`src/rtl/panel_pkg.sv`:
```
// Shared constants for the front-panel key path and the SPI slave that reads it.
// READ_PORT_CMD lives here so the key map and the SPI command decoder cannot drift apart.
package panel_pkg;

    localparam int KEY_WIDTH            = 8;
    localparam int DEBOUNCE_CNT_DEFAULT = 16;
    localparam int CNT_W_DEFAULT        = 5;

    localparam logic [7:0] READ_PORT_CMD = 8'h1F;

    typedef logic [KEY_WIDTH-1:0] key_vec_t;

endpackage

```
`src/rtl/key_debounce.sv`:
```
// One key line: two-flop synchroniser, stable-mismatch counter and accepted level.
// press pulses high on the same cycle key_state_d goes 0->1, so the parent can latch it on that edge.
module key_debounce
    import panel_pkg::*;
#(
    parameter int DEBOUNCE_CNT = DEBOUNCE_CNT_DEFAULT,
    parameter int CNT_W        = CNT_W_DEFAULT
) (
    input  logic SCLK,
    input  logic NRST,
    input  logic key_raw_n,
    output logic key_state,
    output logic press
);

    localparam logic [CNT_W-1:0] CNT_LAST = CNT_W'(DEBOUNCE_CNT - 1);

    if (DEBOUNCE_CNT < 2 || DEBOUNCE_CNT > (1 << CNT_W) - 1) begin : g_bad_cnt
        $error("key_debounce: DEBOUNCE_CNT out of range for CNT_W");
    end

    // Sync flops carry raw (active-low) polarity so that reset value 1 means released.
    logic             s1_q, s1_d;
    logic             s2_q, s2_d;
    logic             state_q, state_d;
    logic [CNT_W-1:0] cnt_q, cnt_d;
    logic             level;

    always_comb begin
        s1_d    = key_raw_n;
        s2_d    = s1_q;
        level   = ~s2_q;
        state_d = state_q;
        cnt_d   = '0;
        press   = 1'b0;
        if (level != state_q) begin
            if (cnt_q == CNT_LAST) begin
                state_d = level;
                press   = level;
            end else begin
                cnt_d = cnt_q + CNT_W'(1);
            end
        end
    end

    always_ff @(posedge SCLK or posedge NRST) begin
        if (NRST) begin
            s1_q    <= 1'b1;
            s2_q    <= 1'b1;
            state_q <= 1'b0;
            cnt_q   <= '0;
        end else begin
            s1_q    <= s1_d;
            s2_q    <= s2_d;
            state_q <= state_d;
            cnt_q   <= cnt_d;
        end
    end

    assign key_state = state_q;

endmodule

```
`src/rtl/panel_key_latch.sv`:
```
// Front-panel key conditioner: per-key debounce, sticky press events with masked clear, and IRQ.
// A press accepted on the same edge as a clear of that bit wins, so no press is ever lost.
module panel_key_latch
    import panel_pkg::*;
#(
    parameter int WIDTH        = KEY_WIDTH,
    parameter int DEBOUNCE_CNT = DEBOUNCE_CNT_DEFAULT,
    parameter int CNT_W        = CNT_W_DEFAULT
) (
    input  logic             SCLK,
    input  logic             NRST,
    input  logic [WIDTH-1:0] KEYS_RAW,
    input  logic             CLR_STB,
    input  logic [WIDTH-1:0] CLR_MASK,
    output logic [WIDTH-1:0] KEY_STATE,
    output logic [WIDTH-1:0] KEY_EVENT,
    output logic             IRQ
);

    logic [WIDTH-1:0] press;
    logic [WIDTH-1:0] clr;
    logic [WIDTH-1:0] key_event_q, key_event_d;

    for (genvar i = 0; i < WIDTH; i++) begin : g_key
        key_debounce #(
            .DEBOUNCE_CNT (DEBOUNCE_CNT),
            .CNT_W        (CNT_W)
        ) u_key_debounce (
            .SCLK      (SCLK),
            .NRST      (NRST),
            .key_raw_n (KEYS_RAW[i]),
            .key_state (KEY_STATE[i]),
            .press     (press[i])
        );
    end

    always_comb begin
        clr         = CLR_STB ? CLR_MASK : '0;
        key_event_d = (key_event_q & ~clr) | press;
    end

    always_ff @(posedge SCLK or posedge NRST) begin
        if (NRST) begin
            key_event_q <= '0;
        end else begin
            key_event_q <= key_event_d;
        end
    end

    assign KEY_EVENT = key_event_q;
    assign IRQ       = |key_event_q;

endmodule

```
`config.mk`:
```
export PLATFORM = sky130hd
export DESIGN_NAME = panel_key_latch
export DESIGN_NICKNAME = d
export VERILOG_FILES = /design/src/rtl/panel_pkg.sv /design/src/rtl/key_debounce.sv /design/src/rtl/panel_key_latch.sv
export SDC_FILE = /design/constraint.sdc
export NUM_CORES = 1
export LEC_CHECK = 0
export ABC_AREA = 1
export BUFFER_PORTS_ARGS = -buffer_cell sky130_fd_sc_hd__buf_2
export CORE_MARGIN = 1.5
export CORE_UTILIZATION = 57
export CTS_CLUSTER_DIAMETER = 30
export DETAILED_ROUTE_END_ITERATION = 6
export PLACE_DENSITY = 0.78
export SYNTH_ARGS = -nofsm -noshare
export SYNTH_HDL_FRONTEND = slang
export SYNTH_SLANG_ARGS = --single-unit
```
`constraint.sdc`:
```
create_clock -name SCLK -period 2.7 [get_ports SCLK]
set_input_delay 0.27 -clock SCLK [delete_from_list [all_inputs] [get_ports SCLK]]
set_output_delay 0.27 -clock SCLK [all_outputs]
set_load 0.02 [all_outputs]
```
Yosys cells after proc, flatten, opt, wreduce, memory -nomap -nowiden
Index checks and enable logic that the tools add are counted.
Widths: inputs -> output; s select.

storage, ports and cells
  flip-flop bits (word level) = 72
  input port bits = 19
  output and inout bits = 17
  word-level logic and storage cells = 110

cells by class
  $add $sub $neg = 8
  equal/unequal tests = 16
  mux-type cells = 33
  bitwise operators = 11
  reductions and logical operators = 9

operator list
  kind                 count
  $mux 5               16
  $add 5x1->5 const B  8
  $eq 5x4->1 const B   8
  $mux 1               16
  $reduce_and 2->1     8
  $and 8x8->8          1
  $mux 8               1
  $ne 1x1->1           8
  $not 1->1            8
  $not 8->8            1
  $or 8x8->8           1
  $reduce_or 8->1      1

Longest topological paths before layout
Gate-level depths: netlist (run 1).

  depth after elaboration = 4
  depth in mapped cells = 5
  depth with buffers taken out = 5

By module
A second synthesis (run 1) with hierarchy kept.

unflattened totals
  cell total of the unflattened synthesis = 345
  area, all modules = 3054.2 sq um

modules (own cells, without submodules)
  module           times used  cells each  area an instance (sq um)  seq. area each (sq um)
  key_debounce     8           38          336.6                     202.7
  panel_key_latch  1           41          361.6                     200.2

Least setup slack after synthesis (run 1)
Ideal clock, no wire load.

  path kind = reg2out
  start = reg key_event_q[4], in the netlist KEY_EVENT[4]
  end = out IRQ
  data arrival time = 802 ps
  required time = 2430 ps
  slack = 1628 ps
  cell stages (with the launch flop) = 3
  path through = dfrtp_1 nor2_1 nand4_1

on the way
  cells in the longest elaborated chain, start to end = 1

RTL lines
  element                 RTL line               source
  start, declared         panel_key_latch.sv:22  logic [WIDTH-1:0] key_event_q, key_event_d;
  start signal, assigned  panel_key_latch.sv:46  key_event_q <= key_event_d;
  $reduce_or 8->1         panel_key_latch.sv:51  assign IRQ = |key_event_q;
  end, declared           panel_key_latch.sv:17  output logic IRQ

Every way passes these cells.

Worst setup path after layout (run 1)
  start = reg key_event_q[1], in the netlist KEY_EVENT[1]
  end = out IRQ

Same word-level chain as after synthesis.

==> reports/metrics.yaml, run 1 <==
critical_path:
  cp_slowest_stage_delay_ns: 0.40
  crit_family: "flip-flops"
  cp.arrival_ns: 1.30
  path_class: "flip-flop to primary output"
  cp.required_ns: 2.43
  cp_max_fo: 3
  crit_path_end_kind: "primary output"
  crit_slowest_cell: "dfrtp_1"
  cp-start-kind: "flip-flop"
  worst-path-buf-inv: 1
  path_cells: "nor2_1 > nand4_1 > buf_2"
detailed_routing:
  vias: 2204
  final_antenna_net_count: 0
  drc_errors: 0
  firstDrtPassIters: 4
  drtIter0Drc: 139
  wire_per_inst_um: 11.79
  viasPerCell: 4.931
  drt_wl_total_mm: 5.270
sta:
  fin_tns_setup_ns: 0
  setup_viol: 0
  tightest_slew_ns: 0.6913
  hold_violations: 0
  rsz0062_at_grt: "no"
  fmax_mhz: 637.4
  slew_headroom_pct: 53.85
  clock_skew_ns: 0.007381
  fin_crit_ns: 1.569
  finalMaxSlewViolations: 0
  fin_crit_sh_pct: 58.11
  holdWs_ns: 0.01733
placement:
  placed_area_um2: 3286
  gp_congestion: 0.7780
  dpl.hpwl_mm: 3.720
  io_buffers: 35
  dp_cells: 432
finish:
  finalNetCount: 400
  fin_cells: 447
  seqCellArea_um2: 1822
  final_area_um2: 3487
  fillCellCount: 412
  n_antenna_cell: 0
  multiInputGateArea_um2: 1020
  drive_gt1_share_pct: 19.63
  syn_to_final_growth_pct: 13.66
global_routing:
  grt_use_met3_pct: 4.551
  grt_util_met1_pct: 25.65
  groute.layer.met2.usage_pct: 33.39
  busiest_layer: "met2"
  grt_antenna_before_repair: 0
  grt_overflow: 0
  grt_use_total_pct: 20.58
  grt_pass1_vias: 2152
  grt_first_pass_wirelength_mm: 9.273
  grt_start_max_net_pins: 40
cts:
  cts_sinks: 72
  cts_buffers: 9
  hold_buffers: 0
  clk_path_buf_depth: 2
  post-cts-setup-buffer-count: 0
  clk-insertion-delay-late_ns: 0.34
  cts_resized: 0
  cts_tree: "yes"
  path_clk_slew_ns: 0.07
  htreeDepth: 3
  root_buffer: "clkbuf_8"
floorplan:
  die_area_um2: 5832
  ios: 36
  die_w_um: 76.37
  start_util_pct: 59.69
  row_count: 26
  core_area_um2: 5140
  die_h_um: 76.37
power_and_ir_drop:
  power.internal_uw: 1692
  power.total_uw: 2179
  p_clk_share_pct: 40.7
  seq_power_share_pct: 53.6
  p_leak_uw: 0.001938
  max-vdd-ir-drop_uv: 397.3
  switchingPower_uw: 486.9
  netSwitchingFraction_pct: 22.35
  power_density_nw_per_um2: 624.7
  power_frac_comb_pct: 5.7
yosys:
  synth_cells: 335
  seq_area_frac_synth_pct: 59.38
  avgSynthCellArea_um2: 9.158
  synth_cell_types: 14
  yosysWarnings: 0
  syn-num-nets: 362
  netlist_area_um2: 3068
  synth-seq-cells: 72
hold_path:
  hold_class: "input port to flip-flop"
flow_run:
  drv_cap: 0
run_status:
  outcome: "finished, final reports clean"
cell families after synthesis:
family	count (synthesis)	synth area share [%]
buffers and inverters	52	7.381
DFF	72	59.38
AOI/OAI and AO/OA	8	1.550
adders and majority gates	8	3.263
and+or+nand+nor	187	26.14
xor gates and xnor gates	8	2.284
per-layer routing:
| layer | wire [um] | part of all wire [%] |
|---|---|---|
| met5 | 0 | 0 |
| met1 | 2328 | 44 |
| met4 | 150 | 2.8 |
| met3 | 205 | 3.9 |
| met2 | 2585 | 49 |
registers in the layout (all words and copies together) (netlist names):
name                            cells
g_key.u_key_debounce.key_state      8
g_key.u_key_debounce.s1_q           8
KEY_EVENT                           8
g_key.u_key_debounce.s2_q           8
g_key.u_key_debounce.cnt_q         40
power groups by stage:
stage / Sequential, uW / Combinational (uW) / Clock, uW
after floorplan: 1180 / 89.1 / 0
after global placement: 1180 / 121 / 0
after detailed placement: 1190 / 124 / 0
after CTS: 1170 / 127 / 908
after global routing: 1170 / 147 / 942
final: 1170 / 123 / 887
synth_stat cells:
library cell	count	area, um2
nor2_1	59	221.5
ha_1	8	100.1
buf_4	8	60.06
nand4_1	11	68.82
inv_1	43	161.4
xnor2_1	8	70.07
o21ai_2	2	17.52
nand2_1	95	356.6
o21ai_1	6	30.03
nand4_2	6	75.07
nand3_1	16	80.08
buf_2	1	5.000
dfstp_2	16	420.4
dfrtp_1	56	1401
placed cells by master (no fill, tap or decap):
master     count
buf_12         1
o21ai_2        2
buf_2         35
inv_2          1
nand3_1       16
ha_1           8
clkbuf_8       9
clkinv_2       2
nor2_1        59
clkbuf_1       2
dfrtp_1       56
nand2_1       95
inv_1         42
nand4_2        6
o21ai_1        6
bufinv_16      2
xnor2_1        8
nand4_1       11
dfstp_2       16
final timing paths:
kind | startpoint | to | slack, ns | cells past startpoint
max in group asynchronous | NRST | g_key[5].u_key_debounce.s1_q | 1.98 | 3
min in group asynchronous | NRST | g_key[0].u_key_debounce.cnt_q[3] | 0.03 | 2
min | KEYS_RAW[6] | g_key[6].u_key_debounce.s1_q | 0.02 | 1
max reg2reg | g_key[1].u_key_debounce.cnt_q[0] | g_key[1].u_key_debounce.cnt_q[0] | 1.58 | 4
min reg2reg | g_key[5].u_key_debounce.s1_q | g_key[5].u_key_debounce.s2_q | 0.35 | 0
max | KEY_EVENT[1] | IRQ | 1.13 | 3
cell type report:
cell class,instances,area share (%)
Clock buffer,11,3.767
Clock inverter,4,2.009
Inverter,43,4.629
Multi-Input combinational cell,211,29.24
Sequential cell,72,52.24
Tap cell,70,2.512
Timing Repair Buffer,36,5.597
stage by stage:
| stage | setup WS, ns | util (%) |
|---|---|---|
| final | 1.131 | 67.84 |
| after global routing | 1.087 | 67.84 |
| after CTS | 1.135 | 67.84 |
| after detailed placement | 1.519 | 63.92 |
| after global placement | 1.561 | 63.92 |
| after floorplan | 0.6316 | - |
Power figures use the tool's default switching activity.
==> run 2, diff against run 1 <==
- CORE_UTILIZATION: 57 -> 52
- PLACE_DENSITY: 0.78 -> 0.75
- clock period: 2.7 -> 1.3 ns (I/O delays scaled with it)
==> reports/metrics.yaml, run 2 (synthesis gave the netlist of run 1 again) <==
flow_run:
  drv_cap: 0
cts:
  htreeDepth: 3
  cts_tree: "yes"
  cts_buffers: 9
  root_buffer: "clkbuf_8"
  path_clk_slew_ns: 0.07
  clk_path_buf_depth: 2
  clk-insertion-delay-late_ns: 0.33
  cts_sinks: 72
critical_path:
  cp.required_ns: 1.17
  crit_path_end_kind: "primary output"
  cp.arrival_ns: 1.16
  cp-start-kind: "flip-flop"
  cp_max_fo: 2
  path_class: "flip-flop to primary output"
placement:
  gp_congestion: 0.7808
  dpl.hpwl_mm: 3.593
  dpl_worst_slack_ns: 0.1834
  io_buffers: 35
  dp_cells: 435
sta:
  worst_slack_ns: 0.01475
  finalMaxSlewViolations: 0
  holdWs_ns: 0.05125
  slew_headroom_pct: 76.81
  fin_crit_sh_pct: 98.87
  fmax_mhz: 778.1
  rsz0062_at_grt: "yes"
  setup_viol: 0
  hold_violations: 0
  tightest_slew_ns: 0.3471
  fin_crit_ns: 1.285
  clock_skew_ns: 0.007655
global_routing:
  grt_first_pass_wirelength_mm: 8.838
  grt_use_total_pct: 18.44
  grt_pass1_vias: 2107
  grt_start_max_net_pins: 36
  grt_overflow: 0
  grt_antenna_before_repair: 0
finish:
  layout_common_cells: "95 x nand2_1, 57 x nor2_1, 56 x dfrtp_1, 42 x inv_1, 35 x buf_2"
  fillCellCount: 459
  final_common_cell: "nand2_1"
  finalNetCount: 413
  regMostFlops: "g_key.u_key_debounce.cnt_q"
  syn_to_final_growth_pct: 19.37
  drive_gt1_share_pct: 20.72
  n_antenna_cell: 0
  fin_util_pct: 65.31
  fin_cells: 463
  largest_reg_flops: 40
floorplan:
  row_count: 27
  die_w_um: 79.81
  core_area_um2: 5608
  ios: 36
  start_util_pct: 54.71
  die_h_um: 79.81
  die_area_um2: 6370
power_and_ir_drop:
  power_density_nw_per_um2: 1283
  p_leak_uw: 0.002013
  max-vdd-ir-drop_uv: 684.6
detailed_routing:
  drt_wl_total_mm: 5.045
  vias: 2198
  drc_errors: 0
  wire_per_inst_um: 10.90
  firstDrtPassIters: 5
  drtIter0Drc: 145
  final_antenna_net_count: 0
  viasPerCell: 4.747
run_status:
  outcome: "finished, final reports clean"
hold_path:
  hold_class: "input port to flip-flop"
run 2: cell types whose count changed in the layout (fill, tap and decap cells not counted), sizes merged:
cell | previous run | this run
clkinvlp | 0 | 1
dlygate4sd3 | 0 | 9
buf | 36 | 40
inv | 43 | 42
clkbuf | 11 | 14
clkinv | 2 | 0
run 2: power breakdown:
group / total [uW] / leakage [uW] / internal (uW) / switching [uW]
registers: 2420 / 0.000930 / 2350 / 78.0
logic: 285 / 0.000966 / 126 / 159
clock network: 1990 / 0.000117 / 1240 / 748
total: 4700 / 0.00201 / 3710 / 986
run 2: worst paths after layout:
kind	slack, ns	depth (start not counted)	startpoint	endpoint
setup / recovery	0.01	3	KEY_EVENT[5]	IRQ
hold / removal	0.05	4	CLR_MASK[2]	KEY_EVENT[2]
setup reg to reg	0.21	4	g_key[7].u_key_debounce.cnt_q[0]	g_key[7].u_key_debounce.cnt_q[3]
hold reg to reg	0.35	0	g_key[6].u_key_debounce.s1_q	g_key[6].u_key_debounce.s2_q
max in group asynchronous	0.42	4	NRST	g_key[6].u_key_debounce.s1_q
min in group asynchronous	0.33	3	NRST	g_key[3].u_key_debounce.key_state
run 2: per-layer routing:
metal,vias up,global-route usage [%],routed length [um]
met2,38,31.02,2476
met4,0,8.793,92
met3,9,4.114,189
met1,1011,22.48,2287
li1,1140,-,-
met5,-,0,0
run 2: cell type report:
type                       count  area [um2]  share of cell area, %
inverter                      43       165.2                  4.510
clock inverter                 2       60.06                  1.640
clock buffer                  14       172.7                  4.715
timing repair buffer          49       327.8                  8.951
tap                           72       90.09                  2.460
sequential                    72        1822                  49.74
multi-input combinational    211        1025                  27.98
run 2: repair_timing:
item,in CTS,in global routing
setup endpoints to repair,1,1
hold buffers,9,0
gates cloned,0,0
setup buffers,2,1
hold endpoints to repair,16,0
pin swaps,2,1
gates resized for setup,2,0
run 2: worst max-delay path, stage by stage, from the launching register on:
cell and delay [ns]:
dfrtp_1 0.40, nor2_2 0.17, nand4_1 0.10, buf_2 0.16
run 2: stage by stage:
| stage | power [uW] | setup TNS [ns] | area (um2) |
|---|---|---|---|
| 2_1_floorplan | 2633 | 0 | 3072 |
| 3_3_place_gp | 2718 | 0 | 3312 |
| 3_5_place_dp | 2733 | 0 | 3312 |
| 4_1_cts | 4769 | -0.001982 | 3655 |
| 5_1_grt | 4913 | -0.04262 | 3662 |
| 6_report | 4699 | 0 | 3662 |
